==> src/rtl/jtopl_eg_pkg.sv <==
// Shared envelope-generator constants: ADSR state codes, rate step patterns, maximum attenuation.
// Used by jtopl_eg_step and jtopl_eg_inc (optional JTOPL_EG_FORCE_EN adds a test_fast input).
package jtopl_eg_pkg;

    typedef enum logic [1:0] {
        ATTACK  = 2'd0,
        DECAY   = 2'd1,
        SUSTAIN = 2'd2,
        RELEASE = 2'd3
    } eg_state_t;

    // Rows are indexed by rate[1:0]. Each row is written as an 8-position pattern;
    // counter position p selects the character at position p counting from the left.
    localparam logic [3:0][7:0] STEP_TBL = {
        8'b01111111,
        8'b01110111,
        8'b01110101,
        8'b01010101
    };

    localparam int EG_MAX = 511;

    function automatic logic step_bit(input logic [1:0] row, input logic [2:0] pos);
        return STEP_TBL[row][3'd7 - pos];
    endfunction

endpackage

==> src/rtl/jtopl_eg_inc.sv <==
// Converts an effective rate plus the envelope counter/carry into an attenuation increment.
// With JTOPL_EG_FORCE_EN, test_fast forces a step on every sample for any nonzero rate.
module jtopl_eg_inc
    import jtopl_eg_pkg::*;
#(
    parameter int CNTW = 15
) (
    input  logic [5:0]      rate,
    input  logic [CNTW-1:0] eg_cnt,
    input  logic [CNTW-1:0] eg_carry,
`ifdef JTOPL_EG_FORCE_EN
    input  logic            test_fast,
`endif
    output logic [3:0]      inc
);

    logic [3:0] rate_hi;
    logic [1:0] rate_lo;
    logic [3:0] idx;
    logic       tick;
    logic [2:0] pos;
    logic       step;

    always_comb begin
        rate_hi = rate[5:2];
        rate_lo = rate[1:0];
        idx     = 4'd12 - rate_hi;
        tick    = 1'b0;
        pos     = eg_cnt[2:0];
        // Slow rates advance only when the selected counter bit carried this sample.
        if (rate_hi >= 4'd1 && rate_hi <= 4'd11) begin
            tick = eg_carry[idx - 4'd1];
            pos  = eg_cnt[idx +: 3];
        end
`ifdef JTOPL_EG_FORCE_EN
        if (test_fast) begin
            tick = 1'b1;
            pos  = 3'b111;
        end
`endif
        step = step_bit(rate_lo, pos);
        case (rate_hi)
            4'd0:    inc = 4'd0;
            4'd12:   inc = step ? 4'd2 : 4'd1;
            4'd13:   inc = step ? 4'd4 : 4'd2;
            4'd14:   inc = step ? 4'd8 : 4'd4;
            4'd15:   inc = 4'd8;
            default: inc = {3'b000, tick & step};
        endcase
    end

endmodule

==> src/rtl/jtopl_eg_step.sv <==
// Per-slot ADSR step: reads slot state/attenuation from the EG ring and returns the update one cen later.
// Optional JTOPL_EG_FORCE_EN adds the test_fast input (every nonzero rate steps each sample).
module jtopl_eg_step
    import jtopl_eg_pkg::*;
#(
    parameter int EGW  = 9,
    parameter int CNTW = 15
) (
    input  logic            clk,
    input  logic            rst,
    input  logic            cen,
    input  logic [CNTW-1:0] eg_cnt,
    input  logic [CNTW-1:0] eg_carry,
    input  logic            keyon_now,
    input  logic            keyoff_now,
    input  logic [3:0]      ar,
    input  logic [3:0]      dr,
    input  logic [3:0]      rr,
    input  logic [3:0]      sl,
    input  logic            eg_type,
    input  logic            ksr,
    input  logic [3:0]      keycode,
    input  logic [1:0]      state_in,
    input  logic [EGW-1:0]  eg_in,
`ifdef JTOPL_EG_FORCE_EN
    input  logic            test_fast,
`endif
    output logic [1:0]      state_out,
    output logic [EGW-1:0]  eg_out,
    output logic            pg_rst
);

    eg_state_t      cur_state;
    eg_state_t      nxt_state;
    logic [EGW-1:0] nxt_eg;
    logic           nxt_pg;

    logic [3:0]     ks;
    logic [3:0]     base;
    logic [6:0]     rate_sum;
    logic [5:0]     rate;
    logic [3:0]     inc;
    logic [EGW+3:0] att_prod;
    logic [EGW:0]   att_sub;
    logic [EGW-1:0] att_eg;
    logic [EGW:0]   up_sum;
    logic [EGW-1:0] up_eg;
    logic [4:0]     sl_ext;

    always_comb begin
        cur_state = eg_state_t'(state_in);
        ks        = ksr ? keycode : {2'b00, keycode[3:2]};
        case (cur_state)
            ATTACK:  base = ar;
            DECAY:   base = dr;
            SUSTAIN: base = eg_type ? 4'd0 : rr;
            default: base = rr;
        endcase
        // A key-on update is judged at the attack rate.
        if (keyon_now) base = ar;
        rate_sum = {1'b0, base, 2'b00} + {3'b000, ks};
        if (base == 4'd0)
            rate = 6'd0;
        else if (rate_sum > 7'd63)
            rate = 6'd63;
        else
            rate = rate_sum[5:0];
    end

    jtopl_eg_inc #(.CNTW(CNTW)) u_inc (
        .rate      (rate),
        .eg_cnt    (eg_cnt),
        .eg_carry  (eg_carry),
`ifdef JTOPL_EG_FORCE_EN
        .test_fast (test_fast),
`endif
        .inc       (inc)
    );

    always_comb begin
        att_prod = ({4'b0000, eg_in} + 1'b1) * {{EGW{1'b0}}, inc};
        att_sub  = att_prod[EGW+3:3];
        att_eg   = ({1'b0, eg_in} >= att_sub) ? eg_in - att_sub[EGW-1:0] : '0;
        up_sum   = {1'b0, eg_in} + {{(EGW-3){1'b0}}, inc};
        up_eg    = up_sum[EGW] ? '1 : up_sum[EGW-1:0];
        sl_ext   = (sl == 4'hF) ? 5'd31 : {1'b0, sl};
    end

    always_comb begin
        nxt_state = cur_state;
        nxt_eg    = eg_in;
        nxt_pg    = 1'b0;
        if (keyon_now) begin
            nxt_state = ATTACK;
            nxt_pg    = 1'b1;
            if (rate >= 6'd60) begin
                nxt_eg    = '0;
                nxt_state = DECAY;
            end
        end else if (keyoff_now) begin
            nxt_state = RELEASE;
        end else begin
            case (cur_state)
                ATTACK: begin
                    nxt_eg = att_eg;
                    if (att_eg == '0) nxt_state = DECAY;
                end
                DECAY: begin
                    nxt_eg = up_eg;
                    if (up_eg[EGW-1:EGW-5] >= sl_ext) nxt_state = SUSTAIN;
                end
                default: nxt_eg = up_eg;
            endcase
        end
    end

    always_ff @(posedge clk or posedge rst) begin
        if (rst) begin
            state_out <= RELEASE;
            eg_out    <= EGW'(EG_MAX);
            pg_rst    <= 1'b0;
        end else if (cen) begin
            state_out <= nxt_state;
            eg_out    <= nxt_eg;
            pg_rst    <= nxt_pg;
        end
    end

endmodule

==> config.mk <==
export PLATFORM = sky130hd
export DESIGN_NAME = jtopl_eg_step
export DESIGN_NICKNAME = d
export VERILOG_FILES = /design/src/rtl/jtopl_eg_pkg.sv /design/src/rtl/jtopl_eg_inc.sv /design/src/rtl/jtopl_eg_step.sv
export SDC_FILE = /design/constraint.sdc
export NUM_CORES = 1
export LEC_CHECK = 0
export ABC_AREA = 1
export BUFFER_PORTS_ARGS = -buffer_cell sky130_fd_sc_hd__buf_2
export CORE_ASPECT_RATIO = 2
export CORE_UTILIZATION = 63
export DETAILED_ROUTE_END_ITERATION = 12
export PLACE_DENSITY = 0.88
export REMOVE_ABC_BUFFERS = 1
export SETUP_SLACK_MARGIN = 0.1
export SYNTH_ARGS = -nofsm -noshare
export SYNTH_HDL_FRONTEND = slang
export SYNTH_SLANG_ARGS = --single-unit
==> constraint.sdc <==
create_clock -name clk -period 1.8 [get_ports clk]
set_input_delay 0.54 -clock clk [delete_from_list [all_inputs] [get_ports clk]]
set_output_delay 0.54 -clock clk [all_outputs]
set_load 0.05 [all_outputs]
==> flow_metrics.tcl, run 1 <==
set metrics [dict create \
    outcome "stopped before the end" \
    async_flop_share_pct 100 \
    yosys.area.top_type "nand2_1" \
    ioPinCount 80 \
    syn_area_sq_um 4140 \
    ctsHtreeMaxLevel 1 \
    ys_seq_elements 12 \
    post_cts_buffers 29 \
    haltStage "clock tree synthesis (4_1_cts)" \
    hold_buffers 0 \
    cts.sinks 12 \
    syn_area_per_cell_sq_um 6.02 \
    root_buffer "clkbuf_16" \
    dieHeight_um 117 \
    synth_edf_count 0 \
    numCtsBuffers 3 \
    place_hpwl_um 14200 \
    start_util_pct 65.7 \
    yosysSeqAreaShare_pct 7.58 \
    synth_ff_type "dfstp_2" \
    fp.dieW_um 59.4 \
    netlist.area_leader.share_pct 14.9 \
    post-synth-top-count-cell "nand2_1" \
    error_line "[ERROR DPL-0038] Utilization greater than 100%, impossible to legalize" \
    yosysWarningCount 0 \
    place_congestion 1.01 \
    ys_types 44 \
    cts_max_path_buffers 2 \
    cts_resized 94 \
    port_buffers 79 \
    syn_inst 688 \
    synth_area_leaders "nand2_1 15%, ha_1 12%, inv_1 11%, nand3_1 9.9%, fa_1 9.2%" \
    row_count 41 \
    ys_top_cells_by_count "164 x nand2_1, 123 x inv_1, 82 x nand3_1" \
]
==> kinds of logic after synthesis <==
| logic type | after synthesis | share of synthesized area [%] |
|---|---|---|
| AND/OR/NAND/NOR | 351 | 38.7 |
| flip-flops | 12 | 7.58 |
| buffers and inverters | 145 | 13.6 |
| multiplexers | 2 | 0.513 |
| adder cells (fa/ha/maj) | 59 | 21.3 |
| XOR/XNOR | 26 | 5.50 |
| AO/OA/AOI/OAI | 93 | 12.9 |
==> metrics by stage <==
step / instance area, sq um / std cells / hold slack [ps] / setup slack (ps)
global placement: 5700 / 984 / 461 / -6060
floorplan: 4080 / 676 / 397 / -6260
detailed placement: 5700 / 984 / 469 / -6940
==> run 2, diff against run 1 <==
--- a/config.mk
+++ b/config.mk
@@ -7,12 +7,10 @@
 export LEC_CHECK = 0
 export ABC_AREA = 1
 export BUFFER_PORTS_ARGS = -buffer_cell sky130_fd_sc_hd__buf_2
-export CORE_ASPECT_RATIO = 2
-export CORE_UTILIZATION = 63
+export CORE_UTILIZATION = 40
 export DETAILED_ROUTE_END_ITERATION = 12
-export PLACE_DENSITY = 0.88
+export PLACE_DENSITY_LB_ADDON = 0.15
 export REMOVE_ABC_BUFFERS = 1
-export SETUP_SLACK_MARGIN = 0.1
 export SYNTH_ARGS = -nofsm -noshare
 export SYNTH_HDL_FRONTEND = slang
 export SYNTH_SLANG_ARGS = --single-unit
==> run 2 against run 1 <==
  * The flow now finishes, with violations (negative setup slack)
  * Synthesized cell count did not move
  * Synthesized area did not move
==> flow_metrics.tcl, run 2 <==
set metrics [dict create \
    syn_area_sq_um 4140 \
    hold_violations 0 \
    finalWorstSetupSlack_ps -5500 \
    tritoncts "yes" \
    top_register "eg_out" \
    violations "negative setup slack" \
    critPathMaxStageDelay_ps 530 \
    place_hpwl_um 10600 \
    crit_type "in2reg" \
    detail_route.iter0.violations 233 \
    pwr-share-comb_pct 92.7 \
    layout_commonest_cell "buf_4" \
    fillers 900 \
    netlist.area_leader.share_pct 14.9 \
    outcome "finished, violations left" \
    postLayoutCoreUtil_pct 65.2 \
    p_clk_share_pct 3.2 \
    holdWs_ps 286 \
    largest_reg_flops 9 \
    via_per_inst 4.77 \
    synth_ff_type "dfstp_2" \
    ys_top_cells_by_count "164 x nand2_1, 123 x inv_1, 82 x nand3_1" \
    start_util_pct 41.8 \
    grtUsageTotal_pct 23.6 \
    cpMostUsedCell "nand2_1" \
    fp.dieW_um 104 \
    detail_route.wl_per_cell_um 12.2 \
    dp_slack_ps -6410 \
    crit_required_ps 1990 \
    port_buffers 79 \
    clkLatencyLatePin_ps 240 \
    async_flop_share_pct 100 \
    root_buffer "clkbuf_8" \
    cts_max_path_buffers 2 \
    critPathLaunchType "primary input" \
    dieArea_sq_um 10800 \
    grt_remaining_overflow 0 \
    numCtsBuffers 3 \
    grt_max_degree 23 \
    min_period_ps 7300 \
    worstPathMaxFanout 8 \
    grt_pass1_wl_um 21700 \
    report.final.slew_viol_count 0 \
    num_vias 5105 \
    final_cell_mix "172 x buf_4, 149 x nand2_1, 111 x inv_1" \
    numPlacedInstances 1043 \
    critPathArrivalTime_ps 7490 \
    yosysSeqAreaShare_pct 7.58 \
    drcViolationCount 0 \
    setup_viol 11 \
    coreArea_sq_um 9910 \
    final_cells 1070 \
    rsz0062_at_grt "true" \
    synth_area_leaders "nand2_1 15%, ha_1 12%, inv_1 11%, nand3_1 9.9%, fa_1 9.2%" \
    clk_pin_slew_ps 50 \
    ys_types 44 \
    fmax_ghz 0.137 \
    internal_power_mw 4.49 \
    nets 1065 \
    place_area_sq_um 5810 \
    switching_power_mw 4.51 \
    slew_headroom_pct 71.6 \
    wirelength_um 13000 \
    stdcell_area_sq_um 6460 \
    seqPwrFrac_pct 4.1 \
    yosysWarningCount 0 \
    syn_to_final_growth_pct 55.9 \
    grt_pass1_vias 4884 \
    yosys.area.top_type "nand2_1" \
    p_per_area_nw_per_um2 1390 \
    hp-class "in2async" \
    switching_share_pct 50.1 \
    ctsHtreeMaxLevel 1 \
    p_leak_nw 3.59 \
    hold_buffers 0 \
    ant_nets 0 \
    place_congestion 0.852 \
    cp_slowest_cell "fa_1" \
    finalCritPeriodShare_pct 406 \
    dieHeight_um 104 \
    ys_seq_elements 12 \
    diodes 0 \
    finClkSkew_ps 0 \
    peakVddDrop_v 0.000892 \
    layout-drive-gt1-share_pct 41.8 \
    worst_slew_pin_slew_ps 426 \
    cap_violations 0 \
    row_count 36 \
    firstDrtPassIters 5 \
    synth_edf_count 0 \
    post-synth-top-count-cell "nand2_1" \
    end_kind "flip-flop" \
    ioPinCount 80 \
    syn_inst 688 \
    antenna_found_initial 0 \
    syn_area_per_cell_sq_um 6.02 \
    top_regs "eg_out (9), state_out (2), pg_rst (1)" \
    cts.sinks 12 \
]
run 2: cell counts after synthesis:
No cell type changed its count.
run 2: timing repair:
item / CTS / global route
resized for setup: 75 / 38
cloned: 2 / 0
buffers inserted: 13 / 8
endpoints found under the setup margin: 11 / 11
pin swaps: 39 / 38
run 2: logic make-up (layout without fill, tap and decap cells):
family | Yosys count | in the layout | share of synthesized area [%]
buffers and inverters | 145 | 393 | 13.6
DFF | 12 | 12 | 7.58
muxes | 2 | 2 | 0.513
xor gates and xnor gates | 26 | 26 | 5.50
adders and majority gates | 59 | 59 | 21.3
and+or+nand+nor | 351 | 352 | 38.7
AOI/OAI and AO/OA | 93 | 93 | 12.9
run 2: final cells by class:
type,instances,area (sq um),share of cell area (%)
Clock buffer,4,55.1,0.852
Inverter,133,522,8.08
Multi-Input combinational cell,532,3640,56.4
Sequential cell,12,314,4.86
Tap cell,133,166,2.58
Timing Repair Buffer,256,1760,27.3
run 2: worst paths after layout:
| check | cells past startpoint | start | to | slack [ps] |
|---|---|---|---|---|
| max | 56 | state_in[1] | state_out[0] | -5500 |
| min | 2 | rst | pg_rst | 290 |
| max reg2reg | 4 | eg_out[2] | eg_out[2] | 970 |
| min reg2reg | 2 | state_out[0] | state_out[0] | 460 |
| max in group asynchronous | 2 | rst | eg_out[5] | 1190 |
| min in group clk | 2 | state_out[0] | state_out[0] | 460 |
run 2: metal layers:
layer / up-vias / global-route usage [%] / wire (um)
met5: - / 0 / 0
met4: 0 / 2.55 / 67
met3: 6 / 1.26 / 392
met2: 99 / 41.8 / 6220
met1: 2311 / 32.6 / 6340
li1: 2689 / - / -
run 2: power groups by stage:
stage | clock (mW) | sequential, mW | combinational (mW)
final | 0.289 | 0.370 | 8.34
after CTS | 0.289 | 0.371 | 7.87
after floorplan | 0 | 0.544 | 4.11
after global placement | 0 | 0.371 | 7.09
after global routing | 0.304 | 0.376 | 9.26
after detailed placement | 0 | 0.374 | 7.24
run 2: worst max-delay path: cells and delay by family:
| family | cells | cell delay (ps) |
|---|---|---|
| AO/OA/AOI/OAI | 4 | 670 |
| AND/OR/NAND/NOR | 31 | 2670 |
| buffers and inverters | 14 | 1260 |
| adder cells (fa/ha/maj) | 7 | 2330 |
run 2: metrics by stage:
stage / setup TNS, ps / total power, mW
6_report: -58520 / 9.00
5_1_grt: -63100 / 9.94
4_1_cts: -58410 / 8.52
3_5_place_dp: -68270 / 7.61
3_3_place_gp: -65960 / 7.47
2_1_floorplan: -66460 / 4.66
No activity file was read; power rests on OpenSTA's default activity.
